==> src/rtl/switch_pkg.sv <==
// Shared types and helpers for the pushbutton write-strobe conditioner.
package switch_pkg;

    localparam int unsigned ADDR_WIDTH = 16;
    localparam logic [ADDR_WIDTH-1:0] DEFAULT_VGA_CONTROL_ADDRESS = 16'h0002;

    typedef enum logic [0:0] {
        IDLE = 1'b0,
        HELD = 1'b1
    } switch_state_e;

    // Width of a counter that must hold values 0 .. n-1; never narrower than one bit.
    function automatic int unsigned cnt_width(input int unsigned n);
        return (n <= 2) ? 1 : $clog2(n);
    endfunction

endpackage

==> src/rtl/switch_debounce.sv <==
// One-bit input conditioner: multi-flop synchronizer followed by a stability counter.
module switch_debounce
    import switch_pkg::*;
#(
    parameter int unsigned SYNC_STAGES     = 2,
    parameter int unsigned DEBOUNCE_CYCLES = 120000,
    parameter logic        RESET_VALUE     = 1'b1
) (
    input  logic clk,
    input  logic reset,
    input  logic raw_i,
    output logic stable_o
);

    localparam int unsigned CNT_W = cnt_width(DEBOUNCE_CYCLES);
    localparam logic [CNT_W-1:0] CNT_LAST = CNT_W'(DEBOUNCE_CYCLES - 1);

    logic [SYNC_STAGES-1:0] sync_q;
    logic                   synced;
    logic                   stable_q, stable_d;
    logic [CNT_W-1:0]       cnt_q, cnt_d;

    assign synced   = sync_q[SYNC_STAGES-1];
    assign stable_o = stable_q;

    // Synchronizer chain; bit 0 is the metastability-exposed stage.
    always_ff @(posedge clk or posedge reset) begin
        if (reset) begin
            sync_q <= {SYNC_STAGES{RESET_VALUE}};
        end else begin
            sync_q <= {sync_q[SYNC_STAGES-2:0], raw_i};
        end
    end

    // Accept a change only after it has persisted for DEBOUNCE_CYCLES cycles.
    always_comb begin
        stable_d = stable_q;
        cnt_d    = cnt_q;
        if (synced == stable_q) begin
            cnt_d = '0;
        end else if (cnt_q == CNT_LAST) begin
            stable_d = synced;
            cnt_d    = '0;
        end else begin
            cnt_d = cnt_q + CNT_W'(1);
        end
    end

    always_ff @(posedge clk or posedge reset) begin
        if (reset) begin
            stable_q <= RESET_VALUE;
            cnt_q    <= '0;
        end else begin
            stable_q <= stable_d;
            cnt_q    <= cnt_d;
        end
    end

endmodule

==> src/rtl/switch_write_strobe.sv <==
// Pushbutton-driven register write: one strobe per debounced press with a DIP snapshot.
// Define SWITCH_AUTO_REPEAT_EN to add auto-repeat strobes while the button is held.
module switch_write_strobe
    import switch_pkg::*;
#(
    parameter int unsigned DEBOUNCE_CYCLES = 120000,
    parameter int unsigned SYNC_STAGES     = 2,
    parameter int unsigned DATA_WIDTH      = 8,
    parameter logic [ADDR_WIDTH-1:0] WRITE_ADDRESS = DEFAULT_VGA_CONTROL_ADDRESS
`ifdef SWITCH_AUTO_REPEAT_EN
    ,
    parameter int unsigned REPEAT_DELAY    = 6000000,
    parameter int unsigned REPEAT_PERIOD   = 1200000
`endif
) (
    input  logic                  clk,
    input  logic                  reset,
    input  logic                  button_n,
    input  logic [DATA_WIDTH-1:0] dip,
    output logic                  write_enable,
    output logic [ADDR_WIDTH-1:0] write_address,
    output logic [ADDR_WIDTH-1:0] data_out,
    output logic                  pressed
);

    logic                  btn_stable_n;
    logic                  btn_down;
    logic [DATA_WIDTH-1:0] dip_sync_q [SYNC_STAGES];
    logic [DATA_WIDTH-1:0] dip_synced;

    switch_state_e         state_q, state_d;
    logic                  we_q, we_d;
    logic [ADDR_WIDTH-1:0] data_q, data_d;
    logic                  pressed_q, pressed_d;

`ifdef SWITCH_AUTO_REPEAT_EN
    localparam int unsigned RPT_MAX = (REPEAT_DELAY > REPEAT_PERIOD) ? REPEAT_DELAY : REPEAT_PERIOD;
    localparam int unsigned RPT_W   = cnt_width(RPT_MAX);
    localparam logic [RPT_W-1:0] DELAY_LAST  = RPT_W'(REPEAT_DELAY - 1);
    localparam logic [RPT_W-1:0] PERIOD_LAST = RPT_W'(REPEAT_PERIOD - 1);

    logic [RPT_W-1:0] rpt_q, rpt_d;
    logic             first_q, first_d;
`endif

    switch_debounce #(
        .SYNC_STAGES    (SYNC_STAGES),
        .DEBOUNCE_CYCLES(DEBOUNCE_CYCLES),
        .RESET_VALUE    (1'b1)
    ) u_button (
        .clk     (clk),
        .reset   (reset),
        .raw_i   (button_n),
        .stable_o(btn_stable_n)
    );

    assign btn_down   = ~btn_stable_n;
    assign dip_synced = dip_sync_q[SYNC_STAGES-1];

    // DIP lines are only synchronized; they are sampled at strobe time.
    always_ff @(posedge clk or posedge reset) begin
        if (reset) begin
            for (int unsigned i = 0; i < SYNC_STAGES; i++) begin
                dip_sync_q[i] <= '0;
            end
        end else begin
            dip_sync_q[0] <= dip;
            for (int unsigned i = 1; i < SYNC_STAGES; i++) begin
                dip_sync_q[i] <= dip_sync_q[i-1];
            end
        end
    end

    // Press/release tracker; the strobe fires on the IDLE->HELD transition.
    always_comb begin
        state_d   = state_q;
        we_d      = 1'b0;
        data_d    = data_q;
        pressed_d = btn_down;
`ifdef SWITCH_AUTO_REPEAT_EN
        rpt_d     = rpt_q;
        first_d   = first_q;
`endif
        case (state_q)
            IDLE: begin
                if (btn_down) begin
                    state_d = HELD;
                    we_d    = 1'b1;
                    data_d  = ADDR_WIDTH'(dip_synced);
`ifdef SWITCH_AUTO_REPEAT_EN
                    rpt_d   = '0;
                    first_d = 1'b1;
`endif
                end
            end
            HELD: begin
                if (!btn_down) begin
                    state_d = IDLE;
`ifdef SWITCH_AUTO_REPEAT_EN
                    rpt_d   = '0;
                    first_d = 1'b1;
                end else if (rpt_q == (first_q ? DELAY_LAST : PERIOD_LAST)) begin
                    we_d    = 1'b1;
                    data_d  = ADDR_WIDTH'(dip_synced);
                    rpt_d   = '0;
                    first_d = 1'b0;
                end else begin
                    rpt_d   = rpt_q + RPT_W'(1);
`endif
                end
            end
            default: begin
                state_d = IDLE;
            end
        endcase
    end

    always_ff @(posedge clk or posedge reset) begin
        if (reset) begin
            state_q   <= IDLE;
            we_q      <= 1'b0;
            data_q    <= '0;
            pressed_q <= 1'b0;
`ifdef SWITCH_AUTO_REPEAT_EN
            rpt_q     <= '0;
            first_q   <= 1'b1;
`endif
        end else begin
            state_q   <= state_d;
            we_q      <= we_d;
            data_q    <= data_d;
            pressed_q <= pressed_d;
`ifdef SWITCH_AUTO_REPEAT_EN
            rpt_q     <= rpt_d;
            first_q   <= first_d;
`endif
        end
    end

    assign write_enable  = we_q;
    assign data_out      = data_q;
    assign pressed       = pressed_q;
    assign write_address = WRITE_ADDRESS;

endmodule

==> config.mk <==
export PLATFORM = sky130hd
export DESIGN_NAME = switch_write_strobe
export DESIGN_NICKNAME = d
export VERILOG_FILES = /design/src/rtl/switch_pkg.sv /design/src/rtl/switch_debounce.sv /design/src/rtl/switch_write_strobe.sv
export SDC_FILE = /design/constraint.sdc
export NUM_CORES = 1
export LEC_CHECK = 0
export BUFFER_PORTS_ARGS = -buffer_cell sky130_fd_sc_hd__buf_4
export CORE_UTILIZATION = 40
export DETAILED_ROUTE_END_ITERATION = 10
export GPL_ROUTABILITY_DRIVEN = 0
export PLACE_DENSITY_LB_ADDON = 0.15
export SYNTH_ARGS = -nofsm -noshare
export SYNTH_HDL_FRONTEND = slang
export SYNTH_HIERARCHICAL = 1
export SYNTH_SLANG_ARGS = --single-unit
==> constraint.sdc <==
create_clock -name clk -period 2.91 [get_ports clk]
set_clock_uncertainty 0.2 [all_clocks]
set_input_delay 0.291 -clock clk [delete_from_list [all_inputs] [get_ports clk]]
set_output_delay 0.291 -clock clk [all_outputs]
set_load 0.02 [all_outputs]
==> impl_metrics.ini <==
[sta]
worst_pin_slew_ps = 918
period_share_pct = 69.7
drv_slew = 0
fmax_mhz = 493
final-hold-violation-count = 0
rsz0062_at_grt = no
finalCriticalPeriod_ps = 2030
setup_violations = 0
max_slew_margin_pct = 38.7
setup_tns_ps = 0

[global_routing]
first_global_vias = 1141
grt_usage_pct = 13.6
grt_pass1_wl_um = 5130
antenna_found_initial = 0
overflow = 0
grt_max_degree = 27

[finish]
area_growth_syn_to_layout_pct = 16.3
drive_above_1_share_pct = 22.1
final_nets = 201
antenna_cells = 0

[yosys]
synth_edf_count = 0
synth_cell_types = 25
avgSynthCellArea_um2 = 12.2
ys.flop_type = dfrtp_1
ys.warnings.count = 6
synth.area.top_cells = dfrtp_1 (57%), buf_4 (9.6%), mux2_2 (5.4%), xnor2_1 (5.1%), dfstp_2 (4.2%)
synth_top_area_share_pct = 57.1
synth_cells = 155
yosys-top-cells-count = dfrtp_1 (43), buf_4 (24), nor2_1 (21), xnor2_1 (11), mux2_2 (9)
ys_seq_elements = 46
post-synth-top-count-cell = dfrtp_1
ys_async_sr_fraction_pct = 100
syn_area_um2 = 1890
yosysTopAreaCell = dfrtp_1
seq_area_frac_synth_pct = 61.2

[floorplanning]
rows = 24
dieHeight_um = 70.7
fp.dieW_um = 70.7
io_pins = 45
core_area_um2 = 4440
die_area_um2 = 4990
start_util_pct = 42.4

[worst_hold_path]
hold_class = register to register
hp-start = dip_sync_q[13]

[cts]
ctsHtreeMaxLevel = 2
cts_setup_buffers = 0
clockBufferDepth = 2
cts_hold_buf = 10
cts_tree = built
cts_root_buf = clkbuf_8
cts.sinks = 46
clock_latency_ps = 290
cts_buffers = 5
clkTransAtPathRegs_ps = 80
ctsResizeCount = 0

[setup_path]
crit_fanout = 17
arrival_ps = 1970
slowest_stage = o21ai_2
max_stage_delay_ps = 590
worst_setup_path_start_kind = register
r2r_start = u_button/cnt_q[0]
worstPathRequired_ps = 2850
rrSetupSlack_ps = 880
crit_path_end_kind = register
path_cells = ha_1 -> and4_1 -> nand3_2 -> o21ai_2 -> nor2_1
criticalPathCategory = register to register
crit_start = u_button/cnt_q[0]

[power_and_ir_drop]
ir_drop_uv = 291
power.leakage_nw = 1.00
p_total_mw = 1.13
power_density_nw_per_um2 = 515

[drt]
drt_iter0_markers = 51
routedWlPerCell_um = 11.6
avgViaCountPerCell = 4.66
routed_wl_um = 2810
drt-pass1-iter-count = 7
postRouteAntennaNets = 0
drc = 17
vias = 1127

[job]
max-cap-violations = 0

[placed_design]
dp_hpwl_um = 1930
portBuffers = 20

[run_status]
status = finished with violations
violations = DRC
## path summary, 6_finish.rpt
path / endpoint / cells after the start
max: u_button/cnt_q[9] / 5
min: dip_synced[5] / 0
max reg2reg: u_button/cnt_q[9] / 5
min reg2reg: dip_synced[5] / 0
max in group asynchronous: dip_synced[1] / 3
min in group asynchronous: u_button/cnt_q[8] / 3
## metrics by stage
stage               utilization [%]  hold WS, ps  area [um^2]  cells  worst slack [ps]
finish                         49.4          152         2190    242               882
global route                   49.4          171         2190    242               695
CTS                            49.4          156         2190    242               875
detailed placement             45.0          136         2000    224               891
global placement               45.0          132         2000    224               962
floorplan                         -         52.6         1970    177              1110
## placed cells by master (no fill, tap or decap), types with 3 or more instances in the layout
cell            n
xnor2_1        11
dlygate4sd3_1  10
conb_1         24
nor3_1          3
buf_4          20
clkbuf_8        6
nor2_1         21
nand3_1         4
dfrtp_1        43
mux2_2          9
nand4_1         5
dfstp_2         3
nand2_1         6
nor4_1          4
xor2_1          4
inv_1           5
## worst max-delay path: cells and delay by family (launching register included)
family	cells	cell delay [ps]
simple gates	3	480
compound gates	1	590
fa+ha+maj	1	220
flops	1	380
## power breakdown
group	internal [mW]	total (mW)	switching, mW
Combinational	0.0210	0.0711	0.0500
Sequential	0.656	0.662	0.00609
Clock	0.196	0.397	0.200
Total	0.873	1.13	0.257
## sequential cells by signal (all words and copies together) (netlist names)
name and cells:
data_out 8, dip_synced 8, pressed 1, u_button/cnt_q 17, write_enable 1, u_button/sync_q 2
dip_sync_q 8, u_button/stable_o 1
## cells by family (layout without fill, tap and decap cells)
logic type                 Yosys count  count (layout)  share of synthesized area (%)
and+or+nand+nor                     49              49                           13.3
DFF                                 46              46                           61.2
buffers and inverters               30              43                           10.8
xor gates and xnor gates            15              15                           6.97
muxes                                9               9                           5.38
AOI/OAI and AO/OA                    3               3                           1.19
other                                2              24                          0.398
adders and majority gates            1               1                          0.663
## metal layers
layer	up-vias	GRT usage, %	part of all wire (%)
li1	535	-	-
met1	555	16.4	43
met2	35	22.4	51
met3	2	4.27	4.6
met4	0	6.00	0.89
met5	-	0	0
## final cells by class
class / count / area [um^2]
clock buffers: 7 / 86.3
well taps: 52 / 65.1
fillers: 414 / 2250
inverters: 5 / 18.8
multi-input cells: 101 / 609
repair buffers: 30 / 250
clock inverters: 1 / 8.76
flip-flops and latches: 46 / 1150
Note: power is estimated with default switching activity, not from simulation.
